## config.mk

```make
export PLATFORM = sky130hd
export DESIGN_NAME = cut_arbiter_flat
export DESIGN_NICKNAME = d
export VERILOG_FILES = /design/src/rtl/cut_arbiter_if.sv /design/src/rtl/cut_arbiter.sv /design/src/flat_wrapper.sv
export SDC_FILE = /design/constraint.sdc
export NUM_CORES = 1
export LEC_CHECK = 0
export CAP_MARGIN = 20
export CORE_ASPECT_RATIO = 2
export CORE_MARGIN = 5
export CORE_UTILIZATION = 40
export CTS_BUF_LIST = sky130_fd_sc_hd__clkbuf_8
export CTS_CLUSTER_SIZE = 8
export DETAILED_ROUTE_END_ITERATION = 8
export DONT_BUFFER_PORTS = 1
export REMOVE_ABC_BUFFERS = 1
export SLEW_MARGIN = 20
export SYNTH_ARGS = -nofsm -noshare
export SYNTH_HDL_FRONTEND = slang
export SYNTH_SLANG_ARGS = --single-unit
```

## constraint.sdc

```tcl
create_clock -name clk -period 9.25 [get_ports clk]
set_input_delay 0.925 -clock clk [delete_from_list [all_inputs] [get_ports clk]]
set_output_delay 0.925 -clock clk [all_outputs]
set_load 0.02 [all_outputs]
```

## src/rtl/cut_arbiter_if.sv

```systemverilog
// Handshake bundle for cut_arbiter: two requester ports plus the result drain port.
// The master modport is the requester/consumer side; slave is the arbiter.
interface cut_arbiter_if;
  logic        a_valid;
  logic        a_ready;
  logic [5:0]  a_n;
  logic [31:0] a_in;
  logic        b_valid;
  logic        b_ready;
  logic [5:0]  b_n;
  logic [31:0] b_in;
  logic        out_valid;
  logic        out_ready;
  logic [31:0] out_data;
  logic        out_src;
  logic        busy;

  modport master (
    output a_valid, a_n, a_in, b_valid, b_n, b_in, out_ready,
    input  a_ready, b_ready, out_valid, out_data, out_src, busy
  );

  modport slave (
    input  a_valid, a_n, a_in, b_valid, b_n, b_in, out_ready,
    output a_ready, b_ready, out_valid, out_data, out_src, busy
  );
endinterface

```

## src/rtl/cut_arbiter.sv

```systemverilog
// Round-robin sharing of one 32-bit truncation unit between two requesters;
// results are queued with their source tag and drained over valid/ready.
module cut_arbiter #(
  parameter int FIFO_DEPTH = 2
) (
  input  logic          clk,
  input  logic          rst_n,
  cut_arbiter_if.slave  bus
);

  localparam int PW = $clog2(FIFO_DEPTH);
  localparam int CW = $clog2(FIFO_DEPTH + 1);
  localparam logic [CW-1:0] DEPTH_C = CW'(FIFO_DEPTH);
  localparam logic SRC_A = 1'b0;
  localparam logic SRC_B = 1'b1;

  logic [CW-1:0] count_q, count_d;
  logic [PW-1:0] wr_ptr_q, wr_ptr_d;
  logic [PW-1:0] rd_ptr_q, rd_ptr_d;
  logic          last_grant_q, last_grant_d;

  logic [31:0]   data_mem_q [FIFO_DEPTH];
  logic          src_mem_q  [FIFO_DEPTH];

  logic          space;
  logic          grant_a;
  logic          grant_b;
  logic          push;
  logic          pop;
  logic          sel_src;
  logic [5:0]    sel_n;
  logic [31:0]   sel_in;
  logic [31:0]   cut_mask;
  logic [31:0]   cut_out;

  // Bit gi survives when the width exceeds gi; widths >= 32 keep every bit.
  for (genvar gi = 0; gi < 32; gi++) begin : g_mask
    assign cut_mask[gi] = (sel_n > 6'(gi));
  end
  assign cut_out = sel_in & cut_mask;

  always_comb begin
    // Space comes from the registered count only, so ready never sees out_ready.
    space   = (count_q < DEPTH_C);
    grant_a = 1'b0;
    grant_b = 1'b0;
    if (rst_n && space) begin
      if (bus.a_valid && bus.b_valid) begin
        grant_a = (last_grant_q == SRC_B);
        grant_b = !grant_a;
      end else begin
        grant_a = bus.a_valid;
        grant_b = bus.b_valid;
      end
    end

    push    = grant_a | grant_b;
    sel_src = grant_b ? SRC_B : SRC_A;
    sel_n   = grant_b ? bus.b_n  : bus.a_n;
    sel_in  = grant_b ? bus.b_in : bus.a_in;
    pop     = (count_q != '0) && bus.out_ready;

    count_d = count_q;
    if (push && !pop) begin
      count_d = count_q + 1'b1;
    end else if (pop && !push) begin
      count_d = count_q - 1'b1;
    end
    wr_ptr_d     = push ? wr_ptr_q + 1'b1 : wr_ptr_q;
    rd_ptr_d     = pop  ? rd_ptr_q + 1'b1 : rd_ptr_q;
    last_grant_d = push ? sel_src : last_grant_q;
  end

  always_ff @(posedge clk) begin
    if (!rst_n) begin
      count_q      <= '0;
      wr_ptr_q     <= '0;
      rd_ptr_q     <= '0;
      last_grant_q <= SRC_B;
    end else begin
      count_q      <= count_d;
      wr_ptr_q     <= wr_ptr_d;
      rd_ptr_q     <= rd_ptr_d;
      last_grant_q <= last_grant_d;
    end
  end

  // Storage is not reset; entries are only visible through count_q.
  always_ff @(posedge clk) begin
    if (push) begin
      data_mem_q[wr_ptr_q] <= cut_out;
      src_mem_q[wr_ptr_q]  <= sel_src;
    end
  end

  assign bus.a_ready   = grant_a;
  assign bus.b_ready   = grant_b;
  assign bus.out_valid = (count_q != '0);
  assign bus.out_data  = data_mem_q[rd_ptr_q];
  assign bus.out_src   = src_mem_q[rd_ptr_q];
  assign bus.busy      = (count_q != '0) | bus.a_valid | bus.b_valid;

endmodule

```

## src/flat_wrapper.sv

```systemverilog
// flat-port wrapper written by rule: the top's interface ports become plain ports
module cut_arbiter_flat 
#(
  parameter int FIFO_DEPTH = 2
)
  (clk, rst_n, bus_a_valid, bus_a_n, bus_a_in, bus_b_valid, bus_b_n, bus_b_in, bus_out_ready, bus_a_ready, bus_b_ready, bus_out_valid, bus_out_data, bus_out_src, bus_busy);
  cut_arbiter_if bus_i ();
  input  logic clk;
  input  logic rst_n;
  input wire logic [$bits(bus_i.a_valid)-1:0] bus_a_valid;
  input wire logic [$bits(bus_i.a_n)-1:0] bus_a_n;
  input wire logic [$bits(bus_i.a_in)-1:0] bus_a_in;
  input wire logic [$bits(bus_i.b_valid)-1:0] bus_b_valid;
  input wire logic [$bits(bus_i.b_n)-1:0] bus_b_n;
  input wire logic [$bits(bus_i.b_in)-1:0] bus_b_in;
  input wire logic [$bits(bus_i.out_ready)-1:0] bus_out_ready;
  output wire logic [$bits(bus_i.a_ready)-1:0] bus_a_ready;
  output wire logic [$bits(bus_i.b_ready)-1:0] bus_b_ready;
  output wire logic [$bits(bus_i.out_valid)-1:0] bus_out_valid;
  output wire logic [$bits(bus_i.out_data)-1:0] bus_out_data;
  output wire logic [$bits(bus_i.out_src)-1:0] bus_out_src;
  output wire logic [$bits(bus_i.busy)-1:0] bus_busy;
  assign bus_i.a_valid = bus_a_valid;
  assign bus_i.a_n = bus_a_n;
  assign bus_i.a_in = bus_a_in;
  assign bus_i.b_valid = bus_b_valid;
  assign bus_i.b_n = bus_b_n;
  assign bus_i.b_in = bus_b_in;
  assign bus_i.out_ready = bus_out_ready;
  assign bus_a_ready = bus_i.a_ready;
  assign bus_b_ready = bus_i.b_ready;
  assign bus_out_valid = bus_i.out_valid;
  assign bus_out_data = bus_i.out_data;
  assign bus_out_src = bus_i.out_src;
  assign bus_busy = bus_i.busy;
  cut_arbiter #(.FIFO_DEPTH(FIFO_DEPTH)) u_core (.clk(clk), .rst_n(rst_n), .bus(bus_i));
endmodule
```

* Word level (Yosys, flattened, before mapping)
Memories as Yosys holds them, arrays and structs flattened. A register that Yosys moved wholly into a read port is not among the register bits.
Index checks and enable logic that the tools add are counted.
** Word-level totals
- Register bits :: 5
- Bits of input ports :: 81
- Memories kept :: 2
- Output and inout bits :: 37
- RAM bits :: 66
** Memories
- u_core.data_mem_q :: depth 2, bits a word 32, rd ports 1, clocked after memory_dff 1, wr ports 1, RTL line cut_arbiter.sv:22 : logic [31:0] data_mem_q [FIFO_DEPTH];
- u_core.src_mem_q :: depth 2, bits a word 1, rd ports 1, clocked after memory_dff 1, wr ports 1, RTL line cut_arbiter.sv:23 : logic src_mem_q [FIFO_DEPTH];
** Cells by class
- Mux-type cells :: 15
- Order comparisons :: 33
- Bitwise logic cells :: 4
- $add $sub $neg :: 4
- Reductions and logical operators :: 10
** Operator list (count)
- 6-bit by 5-bit greater-than comparator with 1-bit output, second input constant :: 16
- 6-bit by 4-bit greater-than comparator with 1-bit output, second input constant :: 8
- 32-bit bitwise AND :: 1
- 32-bit two-way mux :: 1
- 6-bit by 3-bit greater-than comparator with 1-bit output, second input constant :: 4
- 6-bit by 1-bit greater-than comparator with 1-bit output, second input constant :: 2
- 6-bit by 2-bit greater-than comparator with 1-bit output, second input constant :: 2
- 1-bit two-way mux :: 11
- 6-bit two-way mux :: 1
- 1-bit logical AND :: 5
- 2-bit two-way mux :: 2
- 2-bit nonzero test :: 2
- 1-bit logical NOT :: 3
- 1-bit OR :: 3
- 1-bit adder, second input constant :: 2
- 2-bit by 1-bit adder with 2-bit output, second input constant :: 1
- 2-bit less-than comparator, second input constant :: 1
- 2-bit by 1-bit subtractor with 2-bit output, second input constant :: 1

* Longest topological paths before layout
Gate-level depths: netlist of run 1.
- Word-level depth :: 8
- Gate-level depth with buffers :: 9
- Mapped depth without buffers :: 6

* Worst setup path before layout of run 1
OpenSTA, ideal clock, no wires.
- Kind :: input to register
- From :: in rst_n
- To :: mem u_core.data_mem_q[0][0] (enable)
- Library setup time :: 0.467 ns
- Cell stages on the path :: 3
- Arrival :: 3.491 ns
- Slack :: 5.292 ns
- Cell sequence :: nand2b_1 -> clkbuf_1 -> nor3_1
** On the way
- Word-level cells in the longest chain between the ends :: 5
** Ends and longest elaborated chain
- start: declaration :: RTL line flat_wrapper.sv:9 : input logic rst_n;
- 1-bit logical AND * :: RTL line cut_arbiter.sv:47 : if (rst_n && space) begin
- 1-bit two-way mux :: RTL line cut_arbiter.sv:47
- 1-bit OR * :: RTL line cut_arbiter.sv:57 : push = grant_a | grant_b;
- 1-bit two-way mux * :: RTL line cut_arbiter.sv:90 : if (push) begin
- 1-bit two-way mux (implied by the code) * :: RTL line cut_arbiter.sv:91 : data_mem_q[wr_ptr_q] <= cut_out;
- end: declaration :: RTL line cut_arbiter.sv:22
Every way passes the cells marked *; elsewhere a longest branch is shown, timed or not.

* Worst setup path after layout of run 1
- From :: in bus_b_valid
- To :: out bus_b_ready
** On the way
- Word-level cells in the longest chain between the ends :: 3
** Ends and longest elaborated chain
- start: declaration :: RTL line flat_wrapper.sv:13 : input wire logic [$bits(bus_i.b_valid)-1:0] bus_b_valid;
- 1-bit logical AND :: RTL line cut_arbiter.sv:48 : if (bus.a_valid && bus.b_valid) begin
- 1-bit two-way mux * :: RTL line cut_arbiter.sv:48
- 1-bit two-way mux * :: RTL line cut_arbiter.sv:47
- end: declaration :: RTL line flat_wrapper.sv:18 : output wire logic [$bits(bus_i.b_ready)-1:0] bus_b_ready;
Marks and branches as above.

==> summary.md, run 1 <==
| Metric | Value |
|---|---|
| Status | completed |
| I/O pin total | 118 |
| Latest clock arrival within the worst-skew pair | 0.35 ns |
| CTS Buf Count | 9 |
| Worst hold stages | 2 |
| CTS root buffer | clkbuf_8 |
| Post-synth EDFFs | 66 |
| Longest Clk Path Bufs | 2 |
| DR vias | 2974 |
| DRC | 0 |
| Worst path max stage delay | 0.65 ns |
| Mux cell area share after synthesis | 13.01% |
| Starting DRT DRC Count | 239 |
| Row count | 51 |
| Yosys warnings | 0 |
| CP Launch Type | input pin |
| Cell Area, Synth | 3964 um2 |
| Post-synthesis simple-gate area fraction | 14.02% |
| Routed WL | 11600 um |
| Max frequency | 311.6 MHz |
| Most frequent cells after synthesis | 66 x edfxtp_1, 36 x mux2_2, 31 x nand2_1, 26 x a21oi_1 |
| Layout cells sized above 1 | 18.91% |
| Vias per cell | 6.183 |
| Top cell type's share of synthesized area | 50.00% |
| Post-synth ARST share | 0% |
| Finish-stage setup viols | 0 |
| Critical path data arrival time | 2.28 ns |
| Distinct cells, synth | 54 |
| Hold slack | 0.5830 ns |
| Final Hold Viols | 0 |
| Area of the die | 12120 um2 |
| Most numerous cell in the Yosys netlist | edfxtp_1 |
| Synth Register Bits | 72 |
| Aggregate global routing overflow | 0 |
| Initial antenna violation count | 0 |
| H-tree Lvls | 3 |
| Tot Pwr | 955.6 uW |
| CTS tree | yes |
| Crit path buffers/inverters | 2 |
| Post-synthesis adder-cell area fraction | 0.3157% |
| First drt pass iteration count | 5 |
| Seq/Total Area, Yosys | 53.03% |
| Largest net degree at the start of global routing | 38 |
| Clk pin slew, worst setup/hold paths | 0.07 ns |
| Area grow syn2layout | 6.313% |
| Die span in y | 150.8 um |
| DP HPWL | 8595 um |
| Die span in x | 80.39 um |
| Post-CTS setup buffers | 0 |
| Nets | 426 |
| CP endpoint kind | primary output |
| Filler Cells Inserted | 996 |
| Worst Path Class, Setup | input pin to primary output |
| Register area | 2103 um2 |
| Antenna Nets Post-Route | 0 |
| Total GRT Usage | 19.19% |
| Post-Synth XOR/XNOR Area | 0.6629% |
| Top post-synthesis cells by area | edfxtp_1 50%, mux2_2 10%, a21oi_1 3.3%, dfxtp_1 3.0%, nand2_1 2.9% |
| Compound-Gate Fraction of Synth Area | 15.47% |
| Post-route clock period utilization | 34.70% |
| RSZ-0062 raised after global routing | no |
| Multi-input logic area | 1729 um2 |
| Worst Path Max Fanout | 37 |
| Leak | 0.001469 uW |
| Syn_area_per_cell | 11.17 um2 |
| First-pass GRT wire length | 17110 um |
| Worst ir drop on vdd | 0.0001473 V |
| Initial Utilization | 40.87% |
| GPL Wtd Cong | 0.8384 |
| Largest family of logic cells by synthesized area | compound AO/OA/AOI/OAI gates |
| Critical path's top delay family | compound AO/OA/AOI/OAI gates |
| PostCTS Resize Cnt | 0 |
| Min-Delay Path Class | flip-flop to flip-flop |
| Largest area contributor in the netlist | edfxtp_1 |
| Worst slew pin tran | 1.029 ns |
| Ys flop type | edfxtp_1 |
| Drt wl/cell | 24.12 um |
| Slew headroom | 31.05% |
| Clk sinks | 72 |
| Worst clock skew | 0.009297 ns |
| Post-CTS Hold Fix Bufs | 0 |
| Slew Limit Fails | 0 |
| Fin crit period | 3.210 ns |
| Cell Chain, Critical Path | a21boi_2 -> nand2_2 -> inv_1 -> buf_4 |
| PD cells | 226.8 nW/um2 |
| Via count of the first global-routing pass | 3064 |
| WP data required | 8.33 ns |
| Diode count | 0 |
| Slowest CP cell | a21boi_2 |
| Port Buf Inserts | 0 |
| Worst path depth | 4 |
| Max cap viols | 0 |
| Worst reg2reg path depth | 6 |
| Synth Instances | 355 |
| Core ar. | 9699 um2 |
| Setup TNS | 0 ns |
## flip-flops by register name, summed over array words and instances, names as in the netlist, named ones only
signal	flops
u_core.data_mem_q	64
u_core.count_q	2
u_core.rd_ptr_q	1
u_core.wr_ptr_q	1
u_core.src_mem_q	2
u_core.last_grant_q	1
## layer usage
| layer | GRT usage [%] | up-vias | part of all wire [%] |
|---|---|---|---|
| met3 | 5.774 | 27 | 7.8 |
| met2 | 34.97 | 135 | 57 |
| li1 | - | 1343 | - |
| met1 | 19.13 | 1469 | 32 |
| met4 | 9.814 | 0 | 3.4 |
| met5 | 0 | - | 0 |
## cell type report
class                           instances  area share, %
Multi-Input combinational cell        249          41.03
Timing Repair Buffer                    4         0.7126
Inverter                                8         0.7126
Tap cell                              132          3.919
Clock buffer                            9          2.939
Sequential cell                        72          49.91
Clock inverter                          7         0.7720
## layout by cell type (no fill, tap or decap), types with 3 or more instances in the layout
master	Yosys	routed
or3_1	4	4
nand2b_1	8	8
clkbuf_8	0	9
nor2b_1	6	6
o21ai_0	16	16
o22ai_1	3	3
nor3_1	5	4
nand3_1	20	20
nand4_1	3	3
o41ai_1	3	3
a221oi_1	3	3
o31ai_1	3	3
nand2_1	31	31
inv_1	8	11
o311ai_0	3	3
a21o_1	3	3
dfxtp_1	6	5
a31o_2	3	3
mux2_2	36	36
buf_4	2	4
a22oi_1	3	3
o211ai_1	3	3
edfxtp_1	66	66
a21oi_1	26	26
or4_1	4	4
nor2_1	10	10
and2_1	6	5
mux2i_1	11	11
or2_2	4	4
a211oi_1	5	5
## worst register-to-register path: stages, from the launching register on
cell	delay, ns
dfxtp_1	0.36
a21boi_2	0.71
nand2_2	0.11
inv_1	0.15
buf_4	0.41
o41ai_1	0.25
a2111oi_1	0.55
## report_power, final
group | internal [uW] | total [uW] | switching (uW)
Sequential | 415 | 451 | 36.3
Clock | 92.5 | 206 | 114
Combinational | 107 | 298 | 192
## kinds of logic (layout without fill, tap and decap cells)
logic type	count (synthesis)	count (layout)
muxes	47	47
adders and majority gates	1	1
AOI/OAI and AO/OA	90	90
buffers and inverters	34	28
and+or+nand+nor	108	108
xor gates and xnor gates	3	3
DFF	72	72
## worst paths after layout
kind                       start  slack [ns]                       end
max                  bus_b_valid        6.04               bus_b_ready
min              u_core.rd_ptr_q        0.58                 flip-flop
max reg2reg  u_core.last_grant_q        6.46  u_core.data_mem_q[1][29]
min reg2reg      u_core.rd_ptr_q        0.58                 flip-flop
## per-stage QoR
step	area, um2	util (%)	worst slack [ns]	instances
floorplan	3855	-	5.307	329
global placement	4058	41.83	6.113	465
detailed placement	4058	41.83	6.058	465
CTS	4214	43.45	6.081	481
global route	4214	43.45	5.921	481
finish	4214	43.45	6.040	481
(Power assumes the default switching activity.)
==> run 2: changes to the inputs <==
clock period = 3.1 ns   (was 9.25 ns; I/O delays follow)
==> summary.md, run 2 (synthesized netlist as in run 1, its figures left out) <==
| Metric | Value |
|---|---|
| Slew Limit Fails | 0 (unchanged) |
| Top Registers | u_core.data_mem_q (64), u_core.count_q (2), u_core.src_mem_q (2) (unchanged) |
| Routed WL | 11320 um (was 11600 um) |
| Slew headroom | 44.63% (was 31.05%) |
| RSZ-0062 raised after global routing | no (unchanged) |
| First-pass GRT wire length | 17210 um (was 17110 um) |
| Slack of the critical path | 0.7789 ns (was 6.040 ns) |
| Fin crit period | 2.321 ns |
| Leak | 0.001511 uW (was 0.001469 uW) |
| Area of the die | 12120 um2 (unchanged) |
| WP data required | 3.19 ns (was 8.33 ns) |
| CP endpoint kind | flip-flop (was primary output) |
| Critical path data arrival time | 2.41 ns (was 2.28 ns) |
| Worst slew pin tran | 0.8305 ns (was 1.029 ns) |
| Die span in x | 80.39 um (unchanged) |
| Max frequency | 430.8 MHz |
| Latest clock arrival within the worst-skew pair | 0.36 ns (was 0.35 ns) |
| Starting DRT DRC Count | 221 (was 239) |
| Max cap viols | 0 (unchanged) |
| CTS Buf Count | 9 (unchanged) |
| Area grow syn2layout | 8.428% (was 6.313%) |
| Row count | 51 (unchanged) |
| Diode count | 0 (unchanged) |
| PD cells | 706.8 nW/um2 (was 226.8 nW/um2) |
| PostCTS Resize Cnt | 0 (unchanged) |
| Core ar. | 9699 um2 (unchanged) |
| Final Hold Viols | 0 (unchanged) |
| Initial Utilization | 40.87% (unchanged) |
| CP Launch Type | flip-flop (was input pin) |
| Worst Path Max Fanout | 19 (was 37) |
| Worst clock skew | 0.007892 ns (was 0.009297 ns) |
| DP HPWL | 8470 um (was 8595 um) |
| Die span in y | 150.8 um (unchanged) |
| CTS root buffer | clkbuf_8 (unchanged) |
| Status | completed (unchanged) |
| Largest net degree at the start of global routing | 35 (was 38) |
| DR vias | 2876 (was 2974) |
| Most frequent cells in the layout | 66 x edfxtp_1, 36 x mux2_2, 31 x nand2_1 (unchanged) |
| Worst Path Class, Setup | flip-flop to flip-flop (was input pin to primary output) |
| Longest Clk Path Bufs | 2 (unchanged) |
| Most common cell after layout, fill and taps aside | edfxtp_1 (unchanged) |
| Nets | 430 (was 426) |
| Post-CTS Hold Fix Bufs | 0 (unchanged) |
| Clk pin slew, worst setup/hold paths | 0.07 ns (about the same) |
| Clk sinks | 72 (unchanged) |
| Reg with most FFs | u_core.data_mem_q (unchanged) |
| Pre-CTS WS | 0.7947 ns (was 6.058 ns) |
| Via count of the first global-routing pass | 3140 (was 3064) |
| Max reg flops | 64 (unchanged) |
| Worst ir drop on vdd | 0.0004473 V (was 0.0001473 V) |
| Total GRT Usage | 19.38% (was 19.19%) |
| Filler Cells Inserted | 943 (was 996) |
| Tot Pwr | 3038 uW (was 955.6 uW) |
| CTS tree | yes (unchanged) |
| Post-CTS setup buffers | 0 (unchanged) |
| Drt wl/cell | 23.33 um (was 24.12 um) |
| Antenna Nets Post-Route | 0 (unchanged) |
| Finished Core Util | 44.31% (was 43.45%) |
| First drt pass iteration count | 4 (was 5) |
| Vias per cell | 5.930 (was 6.183) |
| Non-filler instance count after layout | 485 (was 481) |
| Setup TNS | 0 ns (unchanged) |
| H-tree Lvls | 3 (unchanged) |
| Layout cells sized above 1 | 20.40% (was 18.91%) |
| Port Buf Inserts | 0 (unchanged) |
| DRC | 0 (unchanged) |
| I/O pin total | 118 (unchanged) |
| Finish-stage setup viols | 0 (unchanged) |
| Aggregate global routing overflow | 0 (unchanged) |
| Placed instance count | 469 (was 465) |
| GPL Wtd Cong | 0.8667 (was 0.8384) |
| Min-Delay Path Class | input pin to flip-flop (was flip-flop to flip-flop) |
| Post-route clock period utilization | 74.87% |
| Initial antenna violation count | 0 (unchanged) |
## run 2: changes by cell type in the layout (fill, tap and decap cells not counted)
cell and change:
inv_6 +1, inv_1 -2, buf_4 +4, clkinvlp_4 -1, bufinv_16 +2
## run 2: worst max-delay path, stage by stage, from the launching register on
cell and delay, ns:
dfxtp_1 0.36, a21boi_2 0.13, buf_4 0.24, nand2_2 0.08, inv_1 0.46, o41ai_1 0.25, a2111oi_1 0.56
## run 2: final cells by class
class | instances | area, um2 | share of cell area (%)
sequential | 72 | 2103 | 48.94
multi-input combinational | 249 | 1729 | 40.23
tap | 132 | 165.2 | 3.843
clock buffer | 9 | 123.9 | 2.882
clock inverter | 7 | 86.33 | 2.009
timing repair buffer | 8 | 60.06 | 1.397
inverter | 8 | 30.03 | 0.6987
## run 2: layer usage
layer  global-route usage (%)  part of all wire (%)  up-vias
met5                        0                     0        -
met4                    12.35                   4.3        0
met3                    6.369                   7.2       28
met2                    34.63                    56      107
met1                    18.49                    32     1392
li1                         -                     -     1349
## run 2: through the flow
| step | area (um2) | hold slack (ns) |
|---|---|---|
| 2_1_floorplan | 3855 | 0.3719 |
| 3_3_place_gp | 4088 | 0.3762 |
| 3_5_place_dp | 4088 | 0.3783 |
| 4_1_cts | 4298 | 0.003012 |
| 5_1_grt | 4298 | 0.02094 |
| 6_report | 4298 | 0.01974 |
## run 2: worst paths after layout
path	startpoint	to	slack (ns)	cells past startpoint
worst max-delay path	u_core.last_grant_q	u_core.data_mem_q[0][29]	0.78	6
worst min-delay path	rst_n	u_core.last_grant_q	0.02	1
worst max register to register	u_core.last_grant_q	u_core.data_mem_q[0][29]	0.78	6
worst min register to register	u_core.count_q[1]	u_core.count_q[1]	0.57	2
## run 2: where the power goes
part / internal, uW / switching (uW) / total (uW)
registers: 1240 / 106 / 1340
logic: 327 / 566 / 893
clock network: 447 / 353 / 801
total: 2010 / 1030 / 3040
==> run 3: changes to the inputs <==
ABC_AREA = 1   (was unset)
clock period = 1.9 ns   (was 3.1 ns; I/O delays follow)
==> summary.md, run 3 <==
| Metric | Value |
|---|---|
| Status | completed (unchanged) |
| Worst Path Max Fanout | 7 (was 19) |
| Via count of the first global-routing pass | 2773 (was 3140) |
| First-pass GRT wire length | 14720 um (was 17210 um) |
| Reg with most FFs | u_core.data_mem_q (unchanged) |
| CTS tree | yes (unchanged) |
| Port Buf Inserts | 0 (unchanged) |
| Die span in y | 150.7 um (was 150.8 um) |
| Top post-synthesis cells by area | edfxtp_1 50%, nand2_1 11%, mux2_2 9.4%, dfxtp_1 3.0%, inv_1 2.9% (was edfxtp_1 50%, mux2_2 10%, a21oi_1 3.3%, dfxtp_1 3.0%, nand2_1 2.9%) |
| WP data required | 2.18 ns (was 3.19 ns) |
| Distinct cells, synth | 33 (was 54) |
| Area grow syn2layout | 10.64% (was 8.428%) |
| Area of the die | 12110 um2 (was 12120 um2) |
| Aggregate global routing overflow | 0 (unchanged) |
| DR vias | 2709 (was 2876) |
| Longest Clk Path Bufs | 2 (unchanged) |
| CP Launch Type | flip-flop (unchanged) |
| Synth Instances | 392 (was 355) |
| Switching Power | 1758 uW (was 1025 uW) |
| Initial Utilization | 40.84% (was 40.87%) |
| Hold slack | 0.01807 ns (was 0.01974 ns) |
| Core ar. | 9699 um2 (unchanged) |
| Most frequent cells after synthesis | 115 x nand2_1, 66 x edfxtp_1, 33 x mux2_2, 31 x inv_1, 30 x nor2_1 (was 66 x edfxtp_1, 36 x mux2_2, 31 x nand2_1, 26 x a21oi_1) |
| Diode count | 0 (unchanged) |
| Leak | 0.001793 uW (was 0.001511 uW) |
| Clock Power Share | 20.9% (was 26.4%) |
| Fin crit period | 1.758 ns (was 2.321 ns) |
| Antenna Nets Post-Route | 0 (unchanged) |
| GPL Wtd Cong | 0.8735 (was 0.8667) |
| Placed instance count | 522 (was 469) |
| Latest clock arrival within the worst-skew pair | 0.35 ns (was 0.36 ns) |
| Filler Cells Inserted | 958 (was 943) |
| Largest net degree at the start of global routing | 34 (was 35) |
| Post-CTS setup buffers | 0 (unchanged) |
| Total GRT Usage | 16.65% (was 19.38%) |
| I/O pin total | 118 (unchanged) |
| Slew Limit Fails | 0 (unchanged) |
| Most frequent cells in the layout | 115 x nand2_1, 66 x edfxtp_1, 34 x inv_1 (was 66 x edfxtp_1, 36 x mux2_2, 31 x nand2_1) |
| Yosys warnings | 0 (unchanged) |
| Starting DRT DRC Count | 178 (was 221) |
| Max cap viols | 0 (unchanged) |
| Die span in x | 80.37 um (was 80.39 um) |
| Routed WL | 9745 um (was 11320 um) |
| Worst ir drop on vdd | 0.0007262 V (was 0.0004473 V) |
| DRC | 0 (unchanged) |
| Comb power frac | 36.0% (was 29.4%) |
| Min-Delay Path Class | input pin to flip-flop (unchanged) |
| Finish-stage setup viols | 0 (unchanged) |
| Slew headroom | 80.94% (was 44.63%) |
| Post-route clock period utilization | 92.51% (was 74.87%) |
| Most numerous cell in the Yosys netlist | nand2_1 (was edfxtp_1) |
| Worst slew pin tran | 0.2859 ns (was 0.8305 ns) |
| Cell Area, Synth | 3961 um2 (was 3964 um2) |
| Top Registers | u_core.data_mem_q (64), u_core.count_q (2), u_core.src_mem_q (2) (unchanged) |
| Net Sw Frac | 36.63% (was 33.76%) |
| Syn_area_per_cell | 10.11 um2 (was 11.17 um2) |
| Drt wl/cell | 18.08 um (was 23.33 um) |
| Final Hold Viols | 0 (unchanged) |
| H-tree Lvls | 3 (unchanged) |
| Row count | 51 (unchanged) |
| Int Pwr | 3042 uW (was 2012 uW) |
| Most common cell after layout, fill and taps aside | nand2_1 (was edfxtp_1) |
| Max reg flops | 64 (unchanged) |
| Largest area contributor in the netlist | edfxtp_1 (unchanged) |
| Max frequency | 569.0 MHz (was 430.8 MHz) |
| Post-synth ARST share | 0% (unchanged) |
| RSZ-0062 raised after global routing | no (unchanged) |
| CP endpoint kind | flip-flop (unchanged) |
| First drt pass iteration count | 5 (was 4) |
| PD cells | 1095 nW/um2 (was 706.8 nW/um2) |
| Worst clock skew | 0.007223 ns (was 0.007892 ns) |
| Non-filler instance count after layout | 539 (was 485) |
| Initial antenna violation count | 0 (unchanged) |
| Vias per cell | 5.026 (was 5.930) |
| Clk sinks | 72 (unchanged) |
| Top cell type's share of synthesized area | 50.03% (was 50.00%) |
| Ys flop type | edfxtp_1 (unchanged) |
| Worst Path Class, Setup | flip-flop to flip-flop (unchanged) |
| Nets | 485 (was 430) |
| CTS Buf Count | 9 (unchanged) |
| DP HPWL | 7227 um (was 8470 um) |
| Clk pin slew, worst setup/hold paths | 0.07 ns (about the same) |
| Seq/Total Area, Yosys | 53.06% (was 53.03%) |
| CTS root buffer | clkbuf_8 (unchanged) |
| Synth Register Bits | 72 (unchanged) |
| Register share of total power | 43.2% (was 44.2%) |
| Post-synth EDFFs | 66 (unchanged) |
| Layout cells sized above 1 | 25.80% (was 20.40%) |
| Critical path data arrival time | 2.04 ns (was 2.41 ns) |
run 3: cell types whose count changed in the layout (fill, tap and decap cells not counted), sizes merged, moves of 8 or more:
cell / change
inv: +28
o21ai: -12
nand4: +11
a21oi: -8
nand2b: -8
nand2: +103
nor2: +28
run 3: power by group through the flow:
stage	combinational [uW]	sequential [uW]	clock, uW
6_report	1730	2070	1000
2_1_floorplan	1200	2150	0
3_3_place_gp	1710	2090	0
5_1_grt	1870	2090	1100
3_5_place_dp	1730	2100	0
4_1_cts	1740	2070	1030
run 3: per-stage QoR:
| stage | utilization [%] | setup slack (ns) | power (uW) | setup TNS (ns) | cell area, um2 |
|---|---|---|---|---|---|
| after global placement | 43.03 | 0.03581 | 3801 | 0 | 4174 |
| after global routing | 45.19 | 0.0008322 | 5066 | 0 | 4383 |
| final | 45.19 | 0.1424 | 4800 | 0 | 4383 |
| after CTS | 44.83 | 0.03120 | 4842 | 0 | 4348 |
| after detailed placement | 43.03 | -0.02011 | 3829 | -0.04022 | 4174 |
| after floorplan | - | -1.928 | 3354 | -148.04 | 3837 |
run 3: timing repair:
| item | 4_1_cts | 5_1_grt |
|---|---|---|
| setup endpoints to repair | 2 | 49 |
| hold endpoints to repair | 3 | 0 |
| resized for setup | 2 | 7 |
| hold buffers | 1 | 0 |
| gates cloned | 0 | 1 |
| pin swaps | 0 | 3 |
run 3: final timing paths:
kind         slack (ns)                   to  depth (start not counted)           startpoint
min reg2reg        0.51  u_core.last_grant_q                          2  u_core.last_grant_q
max reg2reg        0.14    u_core.count_q[1]                         10    u_core.count_q[1]
min                0.02            flip-flop                          2                rst_n
max                0.14    u_core.count_q[1]                         10    u_core.count_q[1]
run 3: kinds of logic (layout without fill, tap and decap cells):
| logic type | count (synthesis) | in the layout | synth area share (%) |
|---|---|---|---|
| buffers and inverters | 51 | 65 | 6.443 |
| adders and majority gates | 1 | 1 | 0.3158 |
| and+or+nand+nor | 202 | 203 | 25.49 |
| xor gates and xnor gates | 2 | 2 | 0.4423 |
| muxes | 38 | 38 | 10.64 |
| AOI/OAI and AO/OA | 26 | 26 | 3.601 |
| DFF | 72 | 72 | 53.06 |
run 3: worst max-delay path, cell delays in order (launching register included):
cell and delay (ns):
dfxtp_2 0.38, inv_1 0.11, nand4_4 0.15, inv_1 0.09, nor2_2 0.11, inv_2 0.05
ha_1 0.30, a21oi_1 0.11, o21ai_0 0.13, xor2_1 0.16, nor2_1 0.09
run 3: layer usage:
metal	vias to the layer above	GRT usage, %	part of all wire (%)
met4	0	6.768	2.8
met5	-	0	0
met1	1273	16.86	35
li1	1338	-	-
met3	17	5.269	6.0
met2	81	30.69	56
run 3: final cells by class:
cell class / instances / area [um2] / area share [%]
well taps: 132 / 165.2 / 3.768
flip-flops and latches: 72 / 2106 / 48.04
inverters: 35 / 131.4 / 2.997
clock inverters: 6 / 31.28 / 0.7137
repair buffers: 15 / 172.7 / 3.939
multi-input cells: 270 / 1653 / 37.71
clock buffers: 9 / 123.9 / 2.826
